<file path="src/rtl/lsu_mem_bridge.sv">
// Bridge between fu_lsu raw memory pins and a single-port valid/ready memory bus.
// Stores drain through a small write buffer; loads forward from it or go to memory.
module lsu_mem_bridge #(
    parameter int unsigned WB_DEPTH  = 4,
    parameter int unsigned ADDR_BITS = 64
) (
    input  logic                 clk,
    input  logic                 rst,
    input  logic                 lsu_ren,
    input  logic [ADDR_BITS-1:0] lsu_raddr,
    output logic                 lsu_rvalid,
    output logic [63:0]          lsu_rdata,
    input  logic                 lsu_wen,
    input  logic [ADDR_BITS-1:0] lsu_waddr,
    input  logic [63:0]          lsu_wdata,
    output logic                 wb_full,
    output logic                 err_sticky,
    output logic                 mem_req_valid,
    input  logic                 mem_req_ready,
    output logic                 mem_req_we,
    output logic [ADDR_BITS-1:0] mem_req_addr,
    output logic [63:0]          mem_req_wdata,
    input  logic                 mem_resp_valid,
    input  logic [63:0]          mem_resp_rdata
);

    localparam int unsigned PW = $clog2(WB_DEPTH);
    localparam int unsigned CW = PW + 1;

    typedef enum logic [1:0] {R_IDLE, R_REQ, R_WAIT} rd_state_t;

    rd_state_t state_q, state_d;

    logic [ADDR_BITS-1:0] wb_addr [WB_DEPTH];
    logic [63:0]          wb_data [WB_DEPTH];
    logic [PW-1:0]        head_q, tail_q, idx, cand_idx;
    logic [CW-1:0]        count_q, count_d;

    logic [ADDR_BITS-1:0] rd_addr_q, rd_issue_addr;
    logic                 rd_issued_q;

    logic                 req_valid_q, req_we_q;
    logic [ADDR_BITS-1:0] req_addr_q;
    logic [63:0]          req_wdata_q;

    logic                 rvalid_q, full_q, err_q;
    logic [63:0]          rdata_q;

    logic hs, free, wr_inflight, deq, enq, drop;
    logic fwd_hit, fwd_take, miss, resp_take, proto_err, issue_rd, issue_wr;
    logic [63:0] fwd_data;

    function automatic logic same_line(input logic [ADDR_BITS-1:0] a,
                                       input logic [ADDR_BITS-1:0] b);
        return a[ADDR_BITS-1:3] == b[ADDR_BITS-1:3];
    endfunction

    always_comb begin
        hs          = req_valid_q && mem_req_ready;
        free        = !req_valid_q || mem_req_ready;
        wr_inflight = req_valid_q && req_we_q;
        deq         = hs && req_we_q;
        enq         = lsu_wen && (count_q != CW'(WB_DEPTH));
        drop        = lsu_wen && !enq;
        count_d     = count_q + CW'(enq) - CW'(deq);
    end

    // Oldest-to-youngest scan so the last match wins; the head copy already on the bus is skipped.
    always_comb begin
        fwd_hit  = 1'b0;
        fwd_data = '0;
        idx      = '0;
        for (int unsigned i = 0; i < WB_DEPTH; i++) begin
            idx = head_q + PW'(i);
            if ((CW'(i) < count_q) && !((i == 0) && wr_inflight) &&
                same_line(wb_addr[idx], lsu_raddr)) begin
                fwd_hit  = 1'b1;
                fwd_data = wb_data[idx];
            end
        end
        if (enq && same_line(lsu_waddr, lsu_raddr)) begin
            fwd_hit  = 1'b1;
            fwd_data = lsu_wdata;
        end
    end

    always_comb begin
        state_d   = state_q;
        fwd_take  = 1'b0;
        miss      = 1'b0;
        resp_take = 1'b0;
        proto_err = 1'b0;
        case (state_q)
            R_IDLE: begin
                if (lsu_ren) begin
                    if (fwd_hit) begin
                        fwd_take = 1'b1;
                    end else begin
                        miss    = 1'b1;
                        state_d = R_REQ;
                    end
                end
            end
            R_REQ: begin
                proto_err = lsu_ren;
                if (hs && !req_we_q) state_d = R_WAIT;
            end
            R_WAIT: begin
                proto_err = lsu_ren;
                if (mem_resp_valid) begin
                    resp_take = 1'b1;
                    state_d   = R_IDLE;
                end
            end
            default: state_d = R_IDLE;
        endcase
    end

    // A write handshaking this cycle frees its entry, so the next candidate is one past the head.
    always_comb begin
        issue_rd      = free && (miss || ((state_q == R_REQ) && !rd_issued_q));
        rd_issue_addr = miss ? lsu_raddr : rd_addr_q;
        cand_idx      = head_q + PW'(deq);
        issue_wr      = free && !issue_rd && (state_q == R_IDLE) && !miss &&
                        (count_q > CW'(deq));
    end

    always_ff @(posedge clk or posedge rst) begin
        if (rst) state_q <= R_IDLE;
        else     state_q <= state_d;
    end

    always_ff @(posedge clk) begin
        if (enq) begin
            wb_addr[tail_q] <= lsu_waddr;
            wb_data[tail_q] <= lsu_wdata;
        end
    end

    always_ff @(posedge clk or posedge rst) begin
        if (rst) begin
            head_q  <= '0;
            tail_q  <= '0;
            count_q <= '0;
            full_q  <= 1'b0;
            err_q   <= 1'b0;
        end else begin
            if (enq) tail_q <= tail_q + 1'b1;
            if (deq) head_q <= head_q + 1'b1;
            count_q <= count_d;
            full_q  <= (count_d == CW'(WB_DEPTH));
            err_q   <= err_q | drop | proto_err;
        end
    end

    always_ff @(posedge clk or posedge rst) begin
        if (rst) begin
            rd_addr_q   <= '0;
            rd_issued_q <= 1'b0;
        end else if (miss) begin
            rd_addr_q   <= lsu_raddr;
            rd_issued_q <= issue_rd;
        end else if (issue_rd) begin
            rd_issued_q <= 1'b1;
        end
    end

    always_ff @(posedge clk or posedge rst) begin
        if (rst) begin
            req_valid_q <= 1'b0;
            req_we_q    <= 1'b0;
            req_addr_q  <= '0;
            req_wdata_q <= '0;
        end else if (issue_rd) begin
            req_valid_q <= 1'b1;
            req_we_q    <= 1'b0;
            req_addr_q  <= rd_issue_addr;
            req_wdata_q <= '0;
        end else if (issue_wr) begin
            req_valid_q <= 1'b1;
            req_we_q    <= 1'b1;
            req_addr_q  <= wb_addr[cand_idx];
            req_wdata_q <= wb_data[cand_idx];
        end else if (hs) begin
            req_valid_q <= 1'b0;
        end
    end

    always_ff @(posedge clk or posedge rst) begin
        if (rst) begin
            rvalid_q <= 1'b0;
            rdata_q  <= '0;
        end else begin
            rvalid_q <= fwd_take || resp_take;
            if (fwd_take)       rdata_q <= fwd_data;
            else if (resp_take) rdata_q <= mem_resp_rdata;
        end
    end

    assign lsu_rvalid    = rvalid_q;
    assign lsu_rdata     = rdata_q;
    assign wb_full       = full_q;
    assign err_sticky    = err_q;
    assign mem_req_valid = req_valid_q;
    assign mem_req_we    = req_we_q;
    assign mem_req_addr  = req_addr_q;
    assign mem_req_wdata = req_wdata_q;

endmodule
</file>
<file path="config.mk">
export PLATFORM = sky130hd
export DESIGN_NAME = lsu_mem_bridge
export DESIGN_NICKNAME = d
export VERILOG_FILES = /design/src/rtl/lsu_mem_bridge.sv
export SDC_FILE = /design/constraint.sdc
export NUM_CORES = 2
export LEC_CHECK = 0
export ABC_CLOCK_PERIOD_IN_PS = 22200
export CAP_MARGIN = 0
export CORE_UTILIZATION = 50
export CTS_CLUSTER_DIAMETER = 100
export DETAILED_ROUTE_END_ITERATION = 12
export HOLD_SLACK_MARGIN = 0.06
export PLACE_DENSITY_LB_ADDON = 0.1
export SLEW_MARGIN = 10
export SYNTH_ARGS = -nofsm -noshare
export SYNTH_HDL_FRONTEND = slang
export SYNTH_SLANG_ARGS = --single-unit
</file>
<file path="constraint.sdc">
create_clock -name clk -period 22.2 [get_ports clk]
set_input_delay 4.44 -clock clk [delete_from_list [all_inputs] [get_ports clk]]
set_output_delay 4.44 -clock clk [all_outputs]
set_load 0.02 [all_outputs]
</file>
# After elaboration in Yosys (flattened, before gate mapping)
# Memory sizes are Yosys's and may differ from the RTL's.
# Index checks and enable logic that the tools add are counted.
# word_totals
reg_bits	271
ramBits	512
inputBits	262
out_inout_bits	197
elab_cells	118
memories	2
# op_classes
addsub	7
magnitude_cmp	5
eq_ne	13
muxes	40
bitwise_logic	2
reduce_logical	35
# mem_list
memory	depth	word_bits	rd	rd_clocked_by_memory_dff	write_ports	line_no	rtl
wb_addr	4	64	5	0	1	34	logic [ADDR_BITS-1:0] wb_addr [WB_DEPTH];
wb_data	4	64	5	0	1	35	logic [63:0] wb_data [WB_DEPTH];
# op_table
cell	n
64-bit 2-to-1 mux	12
61-bit equality test	5
1-bit 2-to-1 mux	23
1-bit logical AND	18
2-bit 2-to-1 mux	4
2-bit inequality test (second input constant)	4
1-bit logical NOT	7
1-bit by 3-bit < comparator with 1-bit output (first input constant)	2
2-bit by 3-bit < comparator with 1-bit output (first input constant)	2
2-bit case mux with 3 select lines	1
2-bit nonzero test	3
2-bit by 1-bit adder with 2-bit output (second input constant)	2
2-bit adder (second input constant)	2
4-bit AND reduction	1
3-bit by 1-bit adder with 3-bit output	1
3-bit equality test (second input constant)	1
3-bit by 1-bit > comparator with 1-bit output	1
1-bit logical OR	3
3-bit inequality test (second input constant)	1
3-bit nonzero test	1
3-bit by 1-bit subtractor with 3-bit output	1
2-bit by 1-bit adder with 2-bit output	1
2-bit by 1-bit equality test with 1-bit output (second input constant)	1
2-bit equality test (second input constant)	1
3 further kinds	4

# Longest topological paths before layout
# logic_depth
ltp_word	21
depth_mapped	19
mapped_depth_nobuf	11

# Worst setup path after synthesis
# No wires, ideal clock.
# synth_timing
path_kind	input to register
from	input port lsu_wen
to	memory wb_addr[0][0] (enable)
arrival_ns	7.753
t_required_ns	21.698
path_slack_ns	13.945
stages	3
path_buffers	1
path_cell_list	nor2b_1 clkbuf_1 and2_1
# synth_via
elab_chain_len	3
# synth_rtl
item	line_no	rtl
from (decl)	13	input logic lsu_wen,
1-bit logical AND	63	enq = lsu_wen && (count_q != CW'(WB_DEPTH));
1-bit 2-to-1 mux	134	if (enq) begin
1-bit 2-to-1 mux (not written as such)	135	wb_addr[tail_q] <= lsu_waddr;
to (decl)	34	
# No other way between the ends.

# Worst setup path in the final report
# layout_timing
from	input port lsu_raddr[41]
to	register req_wdata_q[37] (netlist: mem_req_wdata[37])
# layout_via
elab_chain_len	18
elab_cells_between_ends	28
cone_classes	eq/ne: 5; mux: 9; reduce/logical: 14
# layout_rtl
item	line_no	rtl
from (decl)	10	input logic [ADDR_BITS-1:0] lsu_raddr,
61-bit equality test	55	return a[ADDR_BITS-1:3] == b[ADDR_BITS-1:3];
1-bit logical AND	75	if ((CW'(i) < count_q) && !((i == 0) && wr_inflight) &&
1-bit 2-to-1 mux (4 in series)	75	
1-bit 2-to-1 mux (*)	81	if (enq && same_line(lsu_waddr, lsu_raddr)) begin
1-bit 2-to-1 mux (*)	96	if (fwd_hit) begin
1-bit 2-to-1 mux (*)	95	if (lsu_ren) begin
1-bit 2-to-1 mux (*)	93	case (state_q)
1-bit logical OR	121	issue_rd = free && (miss || ((state_q == R_REQ) && !rd_issued_q));
1-bit logical AND	121	
1-bit logical NOT	124	issue_wr = free && !issue_rd && (state_q == R_IDLE) && !miss &&
1-bit logical AND (4 in series)	124	
2-bit nonzero test (no line)	--	
to (signal assigned)	183	req_wdata_q <= wb_data[cand_idx];
to (decl)	44	logic [63:0] req_wdata_q;
# Every way passes the cells marked *; elsewhere a longest branch is shown, timed or not.
# A chain may end at the register's enable or synchronous reset.

==> flow_summary.yaml <==
cts:
  hold_buffers: 0
  cts_buffers: 88
  clockBufferDepth: 3
  htree_levels: 3
  tritoncts: "done"
  clockRootBuffer: "clkbuf_16"
  numClockSinks: 783
  clk_pin_slew_worst_paths_ns: 0.06
  clkLatencyLatePin_ns: 0.69
  post_cts_resized: 0
  cts_setup_buffers: 0
setup_path:
  rr_startpoint: "head_q[1]"
  r2r_setup_slack_ns: 12.58
  end_kind: "register"
  regToRegEndpoint: "mem_req_wdata[37]"
  slowest_stage: "clkdlybuf4s50_1"
  start_kind: "input port"
  crit_type: "input port to register"
  cp_data_required_time_ns: 22.82
  worst-path-max-fanout: 62
  endpoint: "mem_req_wdata[37]"
  cpPeakStageDelay_ns: 1.10
  cp.arrival_ns: 11.63
  crit_top_cell: "buf_4"
  critPathLaunch: "lsu_raddr[41]"
  worstRegToRegCells: 16
  crit_chain: "clkdlybuf4s50_1 -> xnor2_1 -> a2111oi_0 -> o221ai_1 -> nor4_1 -> o2111a_2 -> buf_4 -> nand2_4 -> and4_4 -> buf_4 -> nor4_4 -> buf_4 -> a22o_1"
pwr:
  share_comb_of_total_power: 0.552
  power_density_nw_per_um2: 151
  p_sw_mw: 3.69
  seq_power_share: 0.277
  clockPowerShare: 0.171
  vdd_drop_max_uv: 170
  p_leak_nw: 20.8
  p_sw_frac: 0.437
  p_int_mw: 4.75
grt:
  grt_start_max_net_pins: 185
  antenna_found_initial: 24
  grt_usage: 0.392
  grt_pass1_wl_mm: 276
  grt-ovfl-total: 0
  grt_pass1_vias: 37393
placed_design:
  place.gp.congestion: 1.14
  dp_worst_setup_slack_ns: 10.82
  place_hpwl_mm: 132
  portBuffers: 458
  dpl_cell_area_um2: 53000
sta:
  finalCritPeriodShare: 0.496
  relSlewSlack: 0.159
  rsz0062_at_grt: "false"
  timing.fmax_mhz: 90.8
  maxSlewViolCount: 0
  setup_viol_count_final: 0
  worst_pin_slew_ns: 1.23
  setup_slack_ns: 11.19
  hold_viol_final: 0
  tns_ns: 0
  skew_ns: 0.0413
  finalCriticalPeriod_ns: 11.01
final_layout:
  nFillCells: 7743
  drive_gt1_frac: 0.134
  layout.cells.most_common: "edfxtp_1"
  fin_util: 0.596
  nets: 4611
  stdcell_area_um2: 55900
  most-common-layout-cells: "edfxtp_1 (512), clkdlybuf4s50_1 (458), mux2i_1 (436)"
  areaGrowthSynthToFinish_pct: 17.2
die:
  coreArea_um2: 93900
  start_util: 0.508
  ioPinCount: 459
  die_area_um2: 96600
  die_w_um: 311
  die_h_um: 311
  row_count: 112
synthesis:
  synth_cells: 4080
  synth_edf_count: 512
  syn-num-nets: 4357
  yosysSeqAreaShare: 0.464
  synth_seq_cells: 783
  synth.distinct_cells: 79
  syn_avg_cell_area_um2: 11.7
  synth_top_flop_cell: "edfxtp_1"
  yosysWarnings: 0
  syn_area_um2: 47700
  async_reset_ff_frac: 0.346
min_path:
  hold_path.class: "register to register"
job:
  maxCapViolCount: 0
outcome:
  status: "complete, no violations"
route:
  routed_wl_mm: 193
  drc_errors: 0
  vias: 38719
  drtAntennaViolNets: 0
  drt_pass1_iterations: 8
  routed_via_density: 6.82
  drt_iter0_drc: 4658
  wl_per_cell_um: 34.0
==> registers in the layout, summed over array words and instances, names as in the netlist, 2 cells and up <==
register,count
head_q,2
wb_data,256
tail_q,2
mem_req_wdata,64
lsu_rdata,64
wb_addr,256
mem_req_addr,64
count_q,3
rd_addr_q,64
state_q,2
==> worst min path at each step <==
stage / depth (start not counted) / from / endpoint / slack, ns
after global routing: 1 / rd_addr_q[31] / rd_addr_q[31] / 0.49
after CTS: 1 / rd_addr_q[40] / rd_addr_q[40] / 0.48
after floorplan: 2 / rd_addr_q[11] / rd_addr_q[11] / 0.45
after detailed placement: 2 / rd_addr_q[54] / rd_addr_q[54] / 0.46
final: 2 / rd_addr_q[54] / rd_addr_q[54] / 0.48
after global placement: 1 / rd_addr_q[1] / rd_addr_q[1] / 0.46
==> power groups by stage <==
stage | sequential (mW) | clock (mW) | combinational [mW]
after CTS | 2.33 | 1.46 | 4.59
after floorplan | 2.44 | 0 | 2.85
after detailed placement | 2.35 | 0 | 4.56
after global placement | 2.34 | 0 | 4.57
after global routing | 2.38 | 1.51 | 4.86
final | 2.34 | 1.44 | 4.65
==> logic make-up (layout without fill, tap and decap cells) <==
group,count (synthesis),count (layout),share of synthesized area
DFF,783,783,0.464
and+or+nand+nor,879,879,0.0894
xor gates and xnor gates,241,241,0.0443
other,0,16,0
buffers and inverters,472,800,0.0419
AOI/OAI and AO/OA,951,951,0.150
adders and majority gates,15,15,0.00409
muxes,739,739,0.206
==> critical path: cells and delay by family <==
kind                      cells  cell delay (ns)
xor gates and xnor gates      1             0.38
and+or+nand+nor               4             2.34
AOI/OAI and AO/OA             4             1.54
buffers and inverters         4             2.66
==> cells in the mapped netlist, drive strengths merged (59+ instances only) <==
master	instances	area, µm²
inv	98	368
xnor2	175	1530
dfrtp	271	6780
edfxtp	512	15400
nor3	107	536
mux2i	436	4360
mux4	181	4080
clkbuf	246	923
a22o	72	631
mux2	122	1370
buf	128	708
xor2	66	578
nor2	325	1220
nand4	64	400
o22ai	80	500
a21oi	131	656
a31o	59	517
o21ai	95	475
nand2	154	581
==> per-layer routing <==
layer,wire (µm),global-route usage
met4,11200,0.202
met5,132,0
met2,89200,0.617
met1,75800,0.519
met3,16400,0.0717
==> area by class of cell <==
class / instances / area [µm²] / area share
Clock inverter: 45 / 380 / 0.00680
Clock buffer: 119 / 2460 / 0.0440
Antenna cell: 16 / 40.0 / 0.000716
Inverter: 98 / 380 / 0.00680
Multi-Input combinational cell: 2825 / 23700 / 0.423
Sequential cell: 783 / 22200 / 0.396
Timing Repair Buffer: 538 / 5250 / 0.0939
Tap cell: 1254 / 1570 / 0.0281
==> stage by stage <==
| stage | instances | total power [mW] | hold slack [ns] |
|---|---|---|---|
| 3_5_place_dp | 5498 | 6.92 | 0.465 |
| 3_3_place_gp | 5498 | 6.91 | 0.459 |
| 5_1_grt | 5672 | 8.75 | 0.488 |
| 6_report | 5678 | 8.44 | 0.476 |
| 4_1_cts | 5662 | 8.38 | 0.478 |
| 2_1_floorplan | 4080 | 5.29 | 0.446 |
(Power assumes the default switching activity.)
